<file path="src/rtl/divider_fp_if.sv">
// rtl/divider_fp_if.sv - start/busy/ready handshake bundle for the FP divider
interface divider_fp_if;
  logic        start;
  logic [31:0] A;
  logic [31:0] B;
  logic        ready;
  logic        busy;
  logic [31:0] Y;

  modport master (output start, output A, output B,
                  input ready, input busy, input Y);
  modport slave  (input start, input A, input B,
                  output ready, output busy, output Y);
endinterface

</file>
<file path="src/rtl/divider_fp.sv">
// rtl/divider_fp.sv - multi-cycle IEEE-754 single-precision divider, restoring, RNE
module divider_fp #(
  parameter logic [31:0] NAN_VAL = 32'h7F800001,
  parameter int          QBITS   = 26
) (
  input  logic       clk,
  input  logic       rst,
  divider_fp_if.slave bus
);

  typedef enum logic [2:0] {IDLE, CLASSIFY, DIVIDE, NORMALIZE, ROUND} state_t;

  state_t state, state_next;

  logic [31:0]       a_reg, b_reg;
  logic              s;
  logic signed [9:0] e;
  logic [QBITS-1:0]  r, d, q;
  logic [4:0]        cnt;
  logic [24:0]       m;
  logic [31:0]       y_reg;
  logic              ready_reg, busy_reg;

  assign bus.Y     = y_reg;
  assign bus.ready = ready_reg;
  assign bus.busy  = busy_reg;

  // Operand classification of the captured operands and the special-case result
  logic [7:0]  a_exp, b_exp;
  logic        a_zero, b_zero, a_inf, b_inf, a_nan, b_nan;
  logic        sign_res, special;
  logic [31:0] special_y;

  always_comb begin
    a_exp     = a_reg[30:23];
    b_exp     = b_reg[30:23];
    a_zero    = (a_exp == 8'd0);
    b_zero    = (b_exp == 8'd0);
    a_inf     = (a_exp == 8'hFF) && (a_reg[22:0] == 23'd0);
    b_inf     = (b_exp == 8'hFF) && (b_reg[22:0] == 23'd0);
    a_nan     = (a_exp == 8'hFF) && (a_reg[22:0] != 23'd0);
    b_nan     = (b_exp == 8'hFF) && (b_reg[22:0] != 23'd0);
    sign_res  = a_reg[31] ^ b_reg[31];
    special   = 1'b1;
    special_y = NAN_VAL;
    if (a_nan || b_nan || (a_zero && b_zero) || (a_inf && b_inf)) begin
      special_y = NAN_VAL;
    end else if (a_inf || b_zero) begin
      special_y = {sign_res, 8'hFF, 23'd0};
    end else if (a_zero || b_inf) begin
      special_y = {sign_res, 31'd0};
    end else begin
      special = 1'b0;
    end
  end

  // Normalise the raw quotient and apply round-to-nearest-even
  logic [23:0]       m_pre;
  logic              g_bit, st_bit, inc;
  logic [24:0]       m_rounded;
  logic signed [9:0] e_norm;

  always_comb begin
    if (q[QBITS-1]) begin
      m_pre  = q[QBITS-1 -: 24];
      g_bit  = q[QBITS-25];
      st_bit = q[QBITS-26] | (r != '0);
      e_norm = e;
    end else begin
      m_pre  = q[QBITS-2 -: 24];
      g_bit  = q[QBITS-26];
      st_bit = (r != '0);
      e_norm = e - 10'sd1;
    end
    inc       = g_bit & (st_bit | m_pre[0]);
    m_rounded = {1'b0, m_pre} + {24'd0, inc};
  end

  // Post-rounding renormalisation and overflow/underflow packing
  logic signed [9:0] e_fin;
  logic [22:0]       frac_fin;
  logic [31:0]       round_y;

  always_comb begin
    if (m[24]) begin
      frac_fin = m[23:1];
      e_fin    = e + 10'sd1;
    end else begin
      frac_fin = m[22:0];
      e_fin    = e;
    end
    if (e_fin >= 10'sd255) begin
      round_y = {s, 8'hFF, 23'd0};
    end else if (e_fin <= 10'sd0) begin
      round_y = {s, 31'd0};
    end else begin
      round_y = {s, e_fin[7:0], frac_fin};
    end
  end

  // State register
  always_ff @(posedge clk or posedge rst) begin
    if (rst) state <= IDLE;
    else     state <= state_next;
  end

  // Next-state sequencing
  always_comb begin
    state_next = state;
    case (state)
      IDLE:      if (bus.start) state_next = CLASSIFY;
      CLASSIFY:  state_next = special ? IDLE : DIVIDE;
      DIVIDE:    if (cnt == 5'(QBITS - 1)) state_next = NORMALIZE;
      NORMALIZE: state_next = ROUND;
      ROUND:     state_next = IDLE;
      default:   state_next = IDLE;
    endcase
  end

  // Datapath registers and handshake outputs
  always_ff @(posedge clk or posedge rst) begin
    if (rst) begin
      a_reg     <= '0;
      b_reg     <= '0;
      s         <= 1'b0;
      e         <= '0;
      r         <= '0;
      d         <= '0;
      q         <= '0;
      cnt       <= '0;
      m         <= '0;
      y_reg     <= '0;
      ready_reg <= 1'b0;
      busy_reg  <= 1'b0;
    end else begin
      ready_reg <= 1'b0;
      case (state)
        IDLE: begin
          if (bus.start) begin
            a_reg    <= bus.A;
            b_reg    <= bus.B;
            busy_reg <= 1'b1;
          end
        end
        CLASSIFY: begin
          if (special) begin
            y_reg     <= special_y;
            ready_reg <= 1'b1;
            busy_reg  <= 1'b0;
          end else begin
            s   <= sign_res;
            e   <= $signed({2'b00, a_exp}) - $signed({2'b00, b_exp}) + 10'sd127;
            r   <= {{(QBITS-24){1'b0}}, 1'b1, a_reg[22:0]};
            d   <= {{(QBITS-24){1'b0}}, 1'b1, b_reg[22:0]};
            q   <= '0;
            cnt <= '0;
          end
        end
        DIVIDE: begin
          if (r >= d) begin
            q <= {q[QBITS-2:0], 1'b1};
            r <= (r - d) << 1;
          end else begin
            q <= {q[QBITS-2:0], 1'b0};
            r <= r << 1;
          end
          cnt <= cnt + 5'd1;
        end
        NORMALIZE: begin
          m <= m_rounded;
          e <= e_norm;
        end
        ROUND: begin
          y_reg     <= round_y;
          ready_reg <= 1'b1;
          busy_reg  <= 1'b0;
        end
        default: ;
      endcase
    end
  end

endmodule

</file>
<file path="src/flat_wrapper.sv">
// flat-port wrapper written by rule: the top's interface ports become plain ports
module divider_fp_flat 
#(
  parameter logic [31:0] NAN_VAL = 32'h7F800001,
  parameter int          QBITS   = 26
)
  (clk, rst, bus_start, bus_A, bus_B, bus_ready, bus_busy, bus_Y);
  divider_fp_if bus_i ();
  input  logic clk;
  input  logic rst;
  input wire logic [$bits(bus_i.start)-1:0] bus_start;
  input wire logic [$bits(bus_i.A)-1:0] bus_A;
  input wire logic [$bits(bus_i.B)-1:0] bus_B;
  output wire logic [$bits(bus_i.ready)-1:0] bus_ready;
  output wire logic [$bits(bus_i.busy)-1:0] bus_busy;
  output wire logic [$bits(bus_i.Y)-1:0] bus_Y;
  assign bus_i.start = bus_start;
  assign bus_i.A = bus_A;
  assign bus_i.B = bus_B;
  assign bus_ready = bus_i.ready;
  assign bus_busy = bus_i.busy;
  assign bus_Y = bus_i.Y;
  divider_fp #(.NAN_VAL(NAN_VAL), .QBITS(QBITS)) u_core (.clk(clk), .rst(rst), .bus(bus_i));
endmodule
</file>
<file path="config.mk">
export PLATFORM = sky130hd
export DESIGN_NAME = divider_fp_flat
export DESIGN_NICKNAME = d
export VERILOG_FILES = /design/src/rtl/divider_fp_if.sv /design/src/rtl/divider_fp.sv /design/src/flat_wrapper.sv
export SDC_FILE = /design/constraint.sdc
export NUM_CORES = 1
export LEC_CHECK = 0
export BUFFER_PORTS_ARGS = -buffer_cell sky130_fd_sc_hd__buf_2
export CORE_MARGIN = 3
export CORE_UTILIZATION = 31
export DETAILED_ROUTE_END_ITERATION = 8
export GPL_TIMING_DRIVEN = 0
export MAX_ROUTING_LAYER = met4
export SLEW_MARGIN = 20
export SYNTH_ARGS = -nofsm -noshare
export SYNTH_HDL_FRONTEND = slang
export SYNTH_SLANG_ARGS = --single-unit
</file>
<file path="constraint.sdc">
create_clock -name clk -period 14.3 [get_ports clk]
set_clock_uncertainty 0.1 [all_clocks]
set_input_delay 2.86 -clock clk [delete_from_list [all_inputs] [get_ports clk]]
set_output_delay 2.86 -clock clk [all_outputs]
set_load 0.02 [all_outputs]
</file>
* After elaboration in Yosys (flattened, before gate mapping)
Cells that the tools add are included.
** Word-level totals
- Output and inout bits :: 34
- Bits of input ports :: 67
- Register bits after elaboration :: 218
** Operators by class
- Bitwise gates (word level) :: 5
- $lt $le $gt $ge :: 3
- Reductions and logical operators :: 30
- Add/sub/neg operators :: 7
- Multiplexer cells :: 35
- Equality and inequality tests :: 12
** Operators with widths (number)
- $mux 32 :: 4
- $pmux 26 s2 :: 2
- $mux 26 :: 3
- $pmux 32 s2 :: 1
- $mux 31 :: 2
- $logic_not 23->1 :: 2
- $reduce_bool 23->1 :: 2
- $mux 10 :: 3
- $ge 26x24->1 :: 1
- $reduce_bool 26->1 :: 1
- $add 24x1->25 :: 1
- $sub 25x24->25 :: 1
- $mux 24 :: 1
- $mux 23 :: 1
- $pmux 10 s2 :: 1
- $eq 8x8->1 const B :: 2
- $logic_not 8->1 :: 2
- $pmux 3 s4 :: 1
- $add 10x2->10 const B :: 1
- $add 10x8->10 const B :: 1
- $ge 10x9->1 const B :: 1
- $le 10x1->1 const B :: 1
- $pmux 5 s2 :: 1
- $reduce_and 2->1 :: 5
- other kinds (25) :: 51

* Logic depth before layout (Yosys ltp)
Gate-level depths: netlist (run 1).
- Word-level depth :: 8
- Gate-level depth with buffers :: 15
- Gate-level depth less buffers :: 12

* Worst setup path after synthesis (run 1)
No wires, ideal clock.
- Kind :: input to register
- From :: input port bus_start
- To :: register u_core.b_reg[10]
- Setup slack :: 9.851 ns
- Stages on the path :: 4
- Data arrival time :: 4.224 ns
- Required time :: 14.075 ns
- Library setup time :: 0.125 ns
- Cells stage by stage :: nand2b_1 -> nor3_1 -> clkbuf_1 -> mux2_2
** On the way
- Cells in the longest elaborated chain, start to end :: 1
** Ends and longest elaborated chain
- start: declaration :: RTL line flat_wrapper.sv:11 : input wire logic [$bits(bus_i.start)-1:0] bus_start;
- $reduce_and 2->1 (no line)
- end signal: assignment :: RTL line divider_fp.sv:141 : b_reg <= bus.B;
- end: declaration :: RTL line divider_fp.sv:15 : logic [31:0] a_reg, b_reg;
Every way passes these cells.
A chain may end at the register's enable or synchronous reset.

* Final worst setup path (run 1)
- From :: input port bus_start
- To :: register u_core.a_reg[2]
** On the way
- Cells in the longest elaborated chain, start to end :: 1
** Ends and longest elaborated chain
- $reduce_and 2->1 (no line)
- end signal: assignment :: RTL line divider_fp.sv:140 : a_reg <= bus.A;
- end: declaration :: RTL line divider_fp.sv:15
Every way passes these cells.

==> results of run 1 <==
stage by stage:
step / cell area [µm²] / setup WS, ns
finish: 14600 / 9.99
global route: 14600 / 9.91
CTS: 14600 / 9.99
detailed placement: 13800 / 9.45
global placement: 13700 / 2.81
floorplan: 12500 / 5.38
cells in the final DEF (no fill, tap or decap), types with 7 or more instances in the layout:
cell type,netlist,layout
a211oi_1,15,15
a21o_1,14,14
a21oi_1,63,63
a22oi_1,8,8
and3_1,8,8
buf_2,20,120
clkbuf_1,37,41
clkbuf_16,0,27
dfrtp_1,218,218
ha_1,38,38
inv_1,53,52
mux2_2,59,59
mux2i_1,50,50
nand2_1,253,253
nand2b_1,15,15
nand3_1,28,28
nand4_1,17,17
nor2_1,56,56
nor2b_1,10,10
nor3_1,18,17
nor4_1,18,18
o211ai_1,7,7
o21ai_0,131,131
o21ai_2,22,22
o21bai_1,7,7
o31ai_1,13,13
xnor2_1,25,25
xor2_1,23,23
per-layer routing:
metal | up-vias | track usage
met4 | 0 | 0.0400
met5 | - | -
met2 | 219 | 0.252
li1 | 5093 | -
met3 | 53 | 0.0241
met1 | 4901 | 0.209
final timing paths:
| path | slack [ns] | endpoint | startpoint |
|---|---|---|---|
| min in group asynchronous | 2.21 | u_core.b_reg[24]$_DFFE_PP0P_ | rst |
| max | 9.99 | u_core.a_reg[2]$_DFFE_PP0P_ | bus_start |
| max in group asynchronous | 11.04 | u_core.b_reg[21]$_DFFE_PP0P_ | rst |
| min | 0.35 | u_core.d[23]$_DFFE_PP0P_ | u_core.d[23]$_DFFE_PP0P_ |
| min reg2reg | 0.35 | u_core.d[23]$_DFFE_PP0P_ | u_core.d[23]$_DFFE_PP0P_ |
| max reg2reg | 10.21 | u_core.m[22]$_DFFE_PP0P_ | u_core.q[25]$_DFFE_PP0P_ |
worst max-delay path, stage by stage:
cell and delay [ns]:
buf_2 0.13, nand2b_1 0.09, nor3_2 0.35, buf_6 0.21, buf_4 0.19, clkbuf_1 0.39
mux2_2 0.39
where the power goes:
part | total, mW | switching, mW | internal, mW
Clock | 0.635 | 0.276 | 0.359
Sequential | 1.05 | 0.205 | 0.844
Combinational | 1.77 | 1.04 | 0.732
Total | 3.46 | 1.52 | 1.93
cells by family after synthesis:
family	after synthesis	synth area share
multiplexers	110	0.0940
AO/OA/AOI/OAI	343	0.172
XOR/XNOR	49	0.0357
AND/OR/NAND/NOR	474	0.179
buffers and inverters	126	0.0435
adder cells (fa/ha/maj)	40	0.0411
flip-flops	218	0.435
cell type report:
class / instances / area (µm²) / area share
multi-input cells: 1016 / 6560 / 0.448
flip-flops and latches: 218 / 5460 / 0.373
clock buffers: 33 / 718 / 0.0491
well taps: 525 / 657 / 0.0449
repair buffers: 104 / 574 / 0.0393
plain buffers: 72 / 343 / 0.0234
inverters: 54 / 210 / 0.0144
clock inverters: 15 / 104 / 0.00710
diodes: 1 / 2.50 / 0.000171
==> run_results.csv, run 1 <==
group,metric,value,unit
run_status,status,"completed",
synthesis,synthTopCellsByArea,"dfrtp_1 (43%), nand2_1 (7.6%), mux2_2 (5.3%)",
critical_path,crit_path_start_kind,"input pin",
clocking,clockRootBuffer,"clkbuf_16",
sta,hold_viol,0,
sta,relSlewSlack,0.472,
drt,wl_met1,15900,µm
synthesis,async_flop_share,1.00,
drt,wl_per_cell,16.4,µm
drt,routed.top_layer,"met4",
drt,vias,10300,
worst_hold_path,whs_path_depth,2,
synthesis,synth.net_count,1467,
placement,routabilityCongestion,0.889,
global_routing,grt_max_degree,97,
drt,route.met3.wl,1440,µm
final_layout,post-route-util,0.367,
pwr,power.total,3.46,mW
sta,min_period_over_period,0.301,
clocking,post_cts_resized,0,
global_routing,grt_pass1_vias,10300,
critical_path,crit_fanout,10,
drt,drc,0,
drt,postRouteAntennaNets,0,
placement,post-dp-hpwl,25100,µm
drt,vias_per_cell,5.04,
final_layout,area_growth,16.5,%
clocking,cts_hold_buf,0,
critical_path,arrival,4.63,ns
clocking,clkTransAtPathRegs,0.07,ns
floorplan,rows,73,
global_routing,grt_first_pass_wirelength,54500,µm
floorplan,die_x,207,µm
synthesis,synth.avg_cell_area,9.23,µm²
synthesis,syn_area,12500,µm²
floorplan,core,39800,µm²
synthesis,yosysMostFrequentCell,"nand2_1",
sta,tightest_slew,0.772,ns
clocking,htreeDepth,1,
final_layout,drive_gt1_frac,0.187,
job,cap_violations,0,
floorplan,fp.dieH,207,µm
synthesis,syn_inst,1360,
floorplan,ioPinCount,101,
global_routing,grt.total_usage,0.157,
synthesis,yosysTopAreaCell,"dfrtp_1",
critical_path,critPathCaptureType,"register",
drt,drt-total-wl,33500,µm
synthesis,yosys-top-cells-count,"nand2_1 (253), dfrtp_1 (218), o21ai_0 (131), a21oi_1 (63), mux2_2 (59)",
floorplan,fp.dieArea,42900,µm²
global_routing,antenna_found_initial,0,
pwr,cellLeakagePower,6.31,nW
global_routing,grt-ovfl-total,0,
synthesis,ys.flop_type,"dfrtp_1",
sta,drv_slew,0,
drt,route.met2.wl,15400,µm
pwr,power_density,236,nW/µm²
drt,initialDrtViolationCount,570,
final_layout,fillers,4126,
floorplan,initial_utilization,0.315,
sta,rsz0062_at_grt,"no",
placement,port_buffers,100,
worst_hold_path,hold_path.class,"register to register",
clocking,clock_path_buffers,3,
critical_path,ff2ff_path_depth,15,
sta,max_freq,0.232,GHz
final_layout,final_cells,2038,
clocking,cts_tree,"done",
clocking,post_cts_buffers,0,
synthesis,ys_types,84,
synthesis,ys_warn_count,0,
pwr,ir_worst_vdd,0.131,mV
synthesis,synth_edf_count,0,
clocking,clk_latency,0.55,ns
sta,final.setup.tns,0,ns
clocking,cts_buffers,26,
synthesis,synth_top_area_share,0.435,
placement,dp.cells,1989,
sta,setup_viol,0,
drt,first_pass_iters,5,
final_layout,final_nets,1599,
critical_path,worst-setup-path-type,"input pin to register",
clocking,cts_sinks,218,
synthesis,ys_seq_elements,218,
sta,period_minus_slack,4.31,ns
synthesis,yosysSeqAreaShare,0.435,
sta,fin_hold_ws,0.355,ns
critical_path,cp.required,14.62,ns
Note: power is estimated with default switching activity, not from simulation.
==> run 2, diff against run 1 <==
Clock period 14.3 ns to 3.85 ns, I/O delays scaled along.
==> run 2 against run 1 <==
  * Via count grew 1.0%
  * Final area is 0.45% higher
  * Hold slack worse by 0.31 ns
  * Global-route usage grew 0.20 points
  * Die area stayed put
  * Critical endpoint is now u_core.m[22]$_DFFE_PP0P_
==> run_results.csv, run 2 (same netlist as run 1, synthesis figures left out) <==
group,metric,value,unit
floorplan,initial_utilization,0.315,
clocking,clock_path_buffers,3,
drt,vias,10400,
critical_path,crit_path_start_kind,"register",
critical_path,cp-endpoint,"u_core.m[22]$_DFFE_PP0P_",
final_layout,multi_input_area,6560,µm²
sta,min_period_over_period,0.927,
final_layout,fillers,4110,
global_routing,grt_max_degree,35,
critical_path,critPathCaptureType,"register",
drt,wl_per_cell,16.5,µm
final_layout,final_cell_mix,"nand2_1 (253), dfrtp_1 (218), o21ai_0 (131)",
critical_path,cp.required,4.15,ns
final_layout,final_common_cell,"nand2_1",
placement,routabilityCongestion,0.879,
pwr,sw_frac_of_total,0.437,
sta,fin_hold_ws,0.0422,ns
critical_path,ff2ff_path_depth,15,
sta,tightest_slew,0.695,ns
pwr,seqPwrFrac,0.306,
final_layout,diodes,0,
floorplan,fp.dieArea,42900,µm²
sta,hold_viol,0,
global_routing,antenna_found_initial,0,
sta,drv_slew,0,
critical_path,cp-startpoint,"u_core.q[25]$_DFFE_PP0P_",
pwr,power_density,868,nW/µm²
pwr,p_int,7.18,mW
placement,post-dp-hpwl,25600,µm
clocking,cts_buffers,25,
final_layout,area_growth,17.0,%
critical_path,crit_fanout,10,
critical_path,worstPathCellList,"buf_6 -> buf_2 -> buf_6 -> clkbuf_4 -> clkbuf_4 -> nand2_1 -> a21boi_0 -> ha_1 -> or4b_1 -> buf_2 -> nor3_2 -> and3_4 -> nand3_2 -> xnor2_1 -> o21ai_1",
floorplan,ioPinCount,101,
clocking,clockRootBuffer,"clkbuf_16",
final_layout,drive_gt1_frac,0.187,
clocking,cts_sinks,218,
sta,max_freq,0.280,GHz
global_routing,grt_first_pass_wirelength,55000,µm
global_routing,grt.total_usage,0.159,
run_status,status,"completed",
clocking,htreeDepth,1,
pwr,ir_worst_vdd,0.366,mV
drt,first_pass_iters,5,
pwr,clock_power_share,0.178,
placement,port_buffers,100,
floorplan,die_x,207,µm
sta,period_minus_slack,3.57,ns
pwr,switchingPower,5.57,mW
pwr,pwr-share-comb,0.516,
sta,setup_viol,0,
sta,final.setup.tns,0,ns
critical_path,worst-setup-path-type,"register to register",
job,cap_violations,0,
floorplan,fp.dieH,207,µm
critical_path,critical_path.top_delay_family,"buffers and inverters",
worst_hold_path,hold_path.class,"input pin to async pin",
drt,drc,0,
clocking,clkTransAtPathRegs,0.06,ns
critical_path,cp_slowest_cell,"or4b_1",
critical_path,path_buf_inv,6,
sta,relSlewSlack,0.525,
critical_path,critPathMaxStageDelay,0.45,ns
critical_path,r2r_end,"u_core.m[22]$_DFFE_PP0P_",
sta,rsz0062_at_grt,"no",
critical_path,r2r_setup_slack,0.28,ns
drt,drt-total-wl,33600,µm
drt,vias_per_cell,5.09,
drt,postRouteAntennaNets,0,
final_layout,regArea,5460,µm²
global_routing,grt_pass1_vias,10100,
pwr,cellLeakagePower,6.34,nW
global_routing,grt-ovfl-total,0,
clocking,clk_latency,0.54,ns
critical_path,arrival,3.87,ns
floorplan,rows,73,
critical_path,reg2reg_from,"u_core.q[25]$_DFFE_PP0P_",
clocking,post_cts_buffers,0,
drt,initialDrtViolationCount,714,
critical_path,path_depth,15,
clocking,cts_tree,"done",
floorplan,core,39800,µm²
final_layout,final_nets,1604,
[run 2: worst min-delay path by stage]
| stage | end | depth (start not counted) |
|---|---|---|
| after floorplan | u_core.d[23]$_DFFE_PP0P_ | 2 |
| after global placement | u_core.d[23]$_DFFE_PP0P_ | 2 |
| after detailed placement | u_core.d[23]$_DFFE_PP0P_ | 2 |
| after CTS | u_core.b_reg[1]$_DFFE_PP0P_ | 2 |
| after global routing | u_core.b_reg[0]$_DFFE_PP0P_ | 2 |
| final | u_core.b_reg[1]$_DFFE_PP0P_ | 2 |
[run 2: worst reg2reg max path: stages, from the launching register on]
cell and delay [ns]:
dfrtp_1 0.34, buf_6 0.13, buf_2 0.23, buf_6 0.20
clkbuf_4 0.24, clkbuf_4 0.25, nand2_1 0.08, a21boi_0 0.17
ha_1 0.25, or4b_1 0.45, buf_2 0.17, nor3_2 0.26
and3_4 0.25, nand3_2 0.08, xnor2_1 0.15, o21ai_1 0.07
[run 2: layout make-up]
cell class,count,share of cell area
inverters,54,0.0141
plain buffers,72,0.0243
flip-flops and latches,218,0.371
multi-input cells,1016,0.446
repair buffers,110,0.0468
clock buffers,34,0.0469
well taps,525,0.0447
clock inverters,9,0.00528
[run 2: per-layer routing]
layer | vias to the layer above | wire [µm] | part of all wire | global-route usage
li1 | 5098 | - | - | -
met4 | 0 | 738 | 0.022 | 0.0342
met2 | 239 | 15700 | 0.47 | 0.260
met1 | 4985 | 15700 | 0.47 | 0.211
met3 | 47 | 1430 | 0.043 | 0.0235
met5 | - | 0 | 0 | -
[run 2: per-stage QoR]
| step | power [mW] | setup WS, ns | cells | area, µm² | utilization |
|---|---|---|---|---|---|
| after floorplan | 8.70 | 0.140 | 1360 | 12600 | - |
| after global placement | 10.3 | -1.28 | 1985 | 13700 | 0.344 |
| after detailed placement | 10.5 | -0.142 | 1995 | 13900 | 0.349 |
| after CTS | 12.8 | 0.0334 | 2038 | 14700 | 0.368 |
| after global routing | 13.9 | 0.0449 | 2038 | 14700 | 0.369 |
| final | 12.7 | 0.279 | 2038 | 14700 | 0.369 |
[run 2: timing repair]
action	CTS	global route
setup endpoints to repair	4	5
pin swaps	0	0
hold buffers	0	0
gates resized for setup	2	6
[run 2: power by group through the flow]
stage | Combinational (mW) | Sequential, mW | Clock [mW]
floorplan | 4.96 | 3.74 | 0
global placement | 6.41 | 3.90 | 0
detailed placement | 6.54 | 3.92 | 0
CTS | 6.58 | 3.89 | 2.35
global route | 7.40 | 4.02 | 2.44
finish | 6.57 | 3.90 | 2.27
==> run 3, diff against run 2 <==
==> constraint.sdc (replaced) <==
create_clock -name clk -period 3.85 [get_ports clk]
set_clock_uncertainty 0.1 [all_clocks]
set_input_delay 0.5775 -clock clk [delete_from_list [all_inputs] [get_ports clk]]
set_output_delay 0.5775 -clock clk [all_outputs]
set_load 0.02 [all_outputs]
==> run 3 against run 2 <==
  * Sequential power hardly changed
  * Hold slack improved by 0.11 ns
  * Clock-buffer cell count unchanged
  * Clock power barely moved
  * Critical endpoint unchanged
  * Largest cell class unchanged
==> run_results.csv, run 3 (same netlist as run 1, synthesis figures left out) <==
group,metric,value,unit
final_layout,multi_input_area,6560,µm²
floorplan,initial_utilization,0.315,
floorplan,core,39800,µm²
global_routing,grt_max_degree,35,
sta,rsz0062_at_grt,"no",
final_layout,post-route-util,0.369,
final_layout,regArea,5460,µm²
placement,post-dp-hpwl,25600,µm
worst_hold_path,hold_path.class,"input pin to register",
critical_path,crit_path_start_kind,"register",
sta,final.setup.tns,0,ns
clocking,clockRootBuffer,"clkbuf_16",
critical_path,ff2ff_path_depth,15,
final_layout,final_common_cell,"nand2_1",
critical_path,cp.required,4.15,ns
floorplan,ioPinCount,101,
sta,min_period_over_period,0.922,
sta,tightest_slew,0.696,ns
global_routing,grt_first_pass_wirelength,55000,µm
final_layout,fillers,4109,
drt,drt-total-wl,33500,µm
drt,vias_per_cell,5.06,
pwr,power_density,868,nW/µm²
drt,wl_per_cell,16.5,µm
worst_hold_path,whs_endpoint,"u_core.b_reg[25]$_DFFE_PP0P_",
final_layout,final_cells,2039,
sta,setup_viol,0,
drt,first_pass_iters,6,
clocking,clk_latency,0.54,ns
sta,period_minus_slack,3.55,ns
sta,hold_viol,0,
worst_hold_path,min-delay-start,"bus_B[25]",
clocking,cts_sinks,218,
critical_path,arrival,3.85,ns
global_routing,grt-ovfl-total,0,
critical_path,critPathCaptureType,"register",
floorplan,rows,73,
placement,port_buffers,100,
pwr,cellLeakagePower,6.34,nW
clocking,cts_buffers,25,
critical_path,crit_fanout,10,
sta,drv_slew,0,
clocking,cts_tree,"done",
drt,postRouteAntennaNets,0,
sta,relSlewSlack,0.524,
global_routing,antenna_found_initial,0,
drt,vias,10300,
global_routing,grt.total_usage,0.159,
placement,routabilityCongestion,0.879,
floorplan,die_x,207,µm
final_layout,diodes,0,
job,cap_violations,0,
critical_path,reg2reg_from,"u_core.q[25]$_DFFE_PP0P_",
floorplan,fp.dieArea,42900,µm²
worst_hold_path,whs_path_depth,3,
final_layout,final_cell_mix,"nand2_1 (253), dfrtp_1 (218), o21ai_0 (131)",
sta,fin_ws,0.301,ns
critical_path,worst-setup-path-type,"register to register",
pwr,ir_worst_vdd,0.367,mV
placement,pre_cts_ws,-0.142,ns
clocking,htreeDepth,1,
critical_path,r2r_setup_slack,0.30,ns
placement,dp.cells,1995,
floorplan,fp.dieH,207,µm
clocking,clkTransAtPathRegs,0.06,ns
drt,drc,0,
final_layout,area_growth,17.1,%
final_layout,drive_gt1_frac,0.187,
run_status,status,"completed",
drt,initialDrtViolationCount,696,
global_routing,grt_pass1_vias,10200,
clocking,clock_path_buffers,3,
sta,max_freq,0.282,GHz
critical_path,r2r_end,"u_core.m[22]$_DFFE_PP0P_",
final_layout,final_nets,1605,
pwr,power.total,12.8,mW
run 3: changes by cell type in the layout (fill, tap and decap cells not counted):
cell	delta
dlygate4sd3_1	+1
run 3: cell type report:
| class | instances | area share |
|---|---|---|
| multi-input combinational | 1016 | 0.446 |
| tap | 525 | 0.0447 |
| clock buffer | 34 | 0.0469 |
| clock inverter | 9 | 0.00528 |
| buffer | 72 | 0.0243 |
| inverter | 54 | 0.0140 |
| timing repair buffer | 111 | 0.0474 |
| sequential | 218 | 0.371 |
run 3: worst max path at each step:
stage / from / to / slack (ns) / cells past startpoint
after floorplan: rst / u_core.a_reg[0]$_DFFE_PP0P_ / 0.33 / 1
after global placement: rst / u_core.bus.Y[13]$_DFFE_PP0P_ / -1.09 / 2
after detailed placement: u_core.q[25]$_DFFE_PP0P_ / u_core.m[22]$_DFFE_PP0P_ / -0.14 / 15
after CTS: u_core.q[25]$_DFFE_PP0P_ / u_core.m[22]$_DFFE_PP0P_ / 0.03 / 15
after global routing: u_core.q[25]$_DFFE_PP0P_ / u_core.m[22]$_DFFE_PP0P_ / 0.04 / 15
final: u_core.q[25]$_DFFE_PP0P_ / u_core.m[22]$_DFFE_PP0P_ / 0.30 / 15
run 3: worst max-delay path: stages, from the launching register on:
cell      delay [ns]
dfrtp_1         0.34
buf_6           0.13
buf_2           0.23
buf_6           0.20
clkbuf_4        0.24
clkbuf_4        0.25
nand2_1         0.08
a21boi_0        0.17
ha_1            0.25
or4b_1          0.45
buf_2           0.18
nor3_2          0.25
and3_4          0.25
nand3_2         0.08
xnor2_1         0.15
o21ai_1         0.07
run 3: routing by layer:
metal | vias up | GRT usage | part of all wire | wire length (µm)
met5 | - | - | 0 | 0
met4 | 0 | 0.0342 | 0.021 | 701
met3 | 41 | 0.0235 | 0.041 | 1390
met2 | 213 | 0.260 | 0.47 | 15800
met1 | 4979 | 0.211 | 0.47 | 15600
li1 | 5090 | - | - | -
run 3: per-stage QoR:
stage,hold slack [ns],instance area [µm²]
4_1_cts,0.130,14700
3_5_place_dp,0.342,13900
6_report,0.152,14700
2_1_floorplan,0.318,12600
3_3_place_gp,0.339,13700
5_1_grt,0.160,14700
run 3: what timing repair did:
| item | 4_1_cts | 5_1_grt |
|---|---|---|
| endpoints found under the setup margin | 4 | 5 |
| hold buffers | 1 | 0 |
| hold endpoints to repair | 2 | 0 |
| buffers inserted | 0 | 0 |
| resized for setup | 2 | 6 |
run 3: where the power goes:
part	switching, mW	internal, mW
Combinational	3.85	2.73
Sequential	0.762	3.14
Clock	0.966	1.31
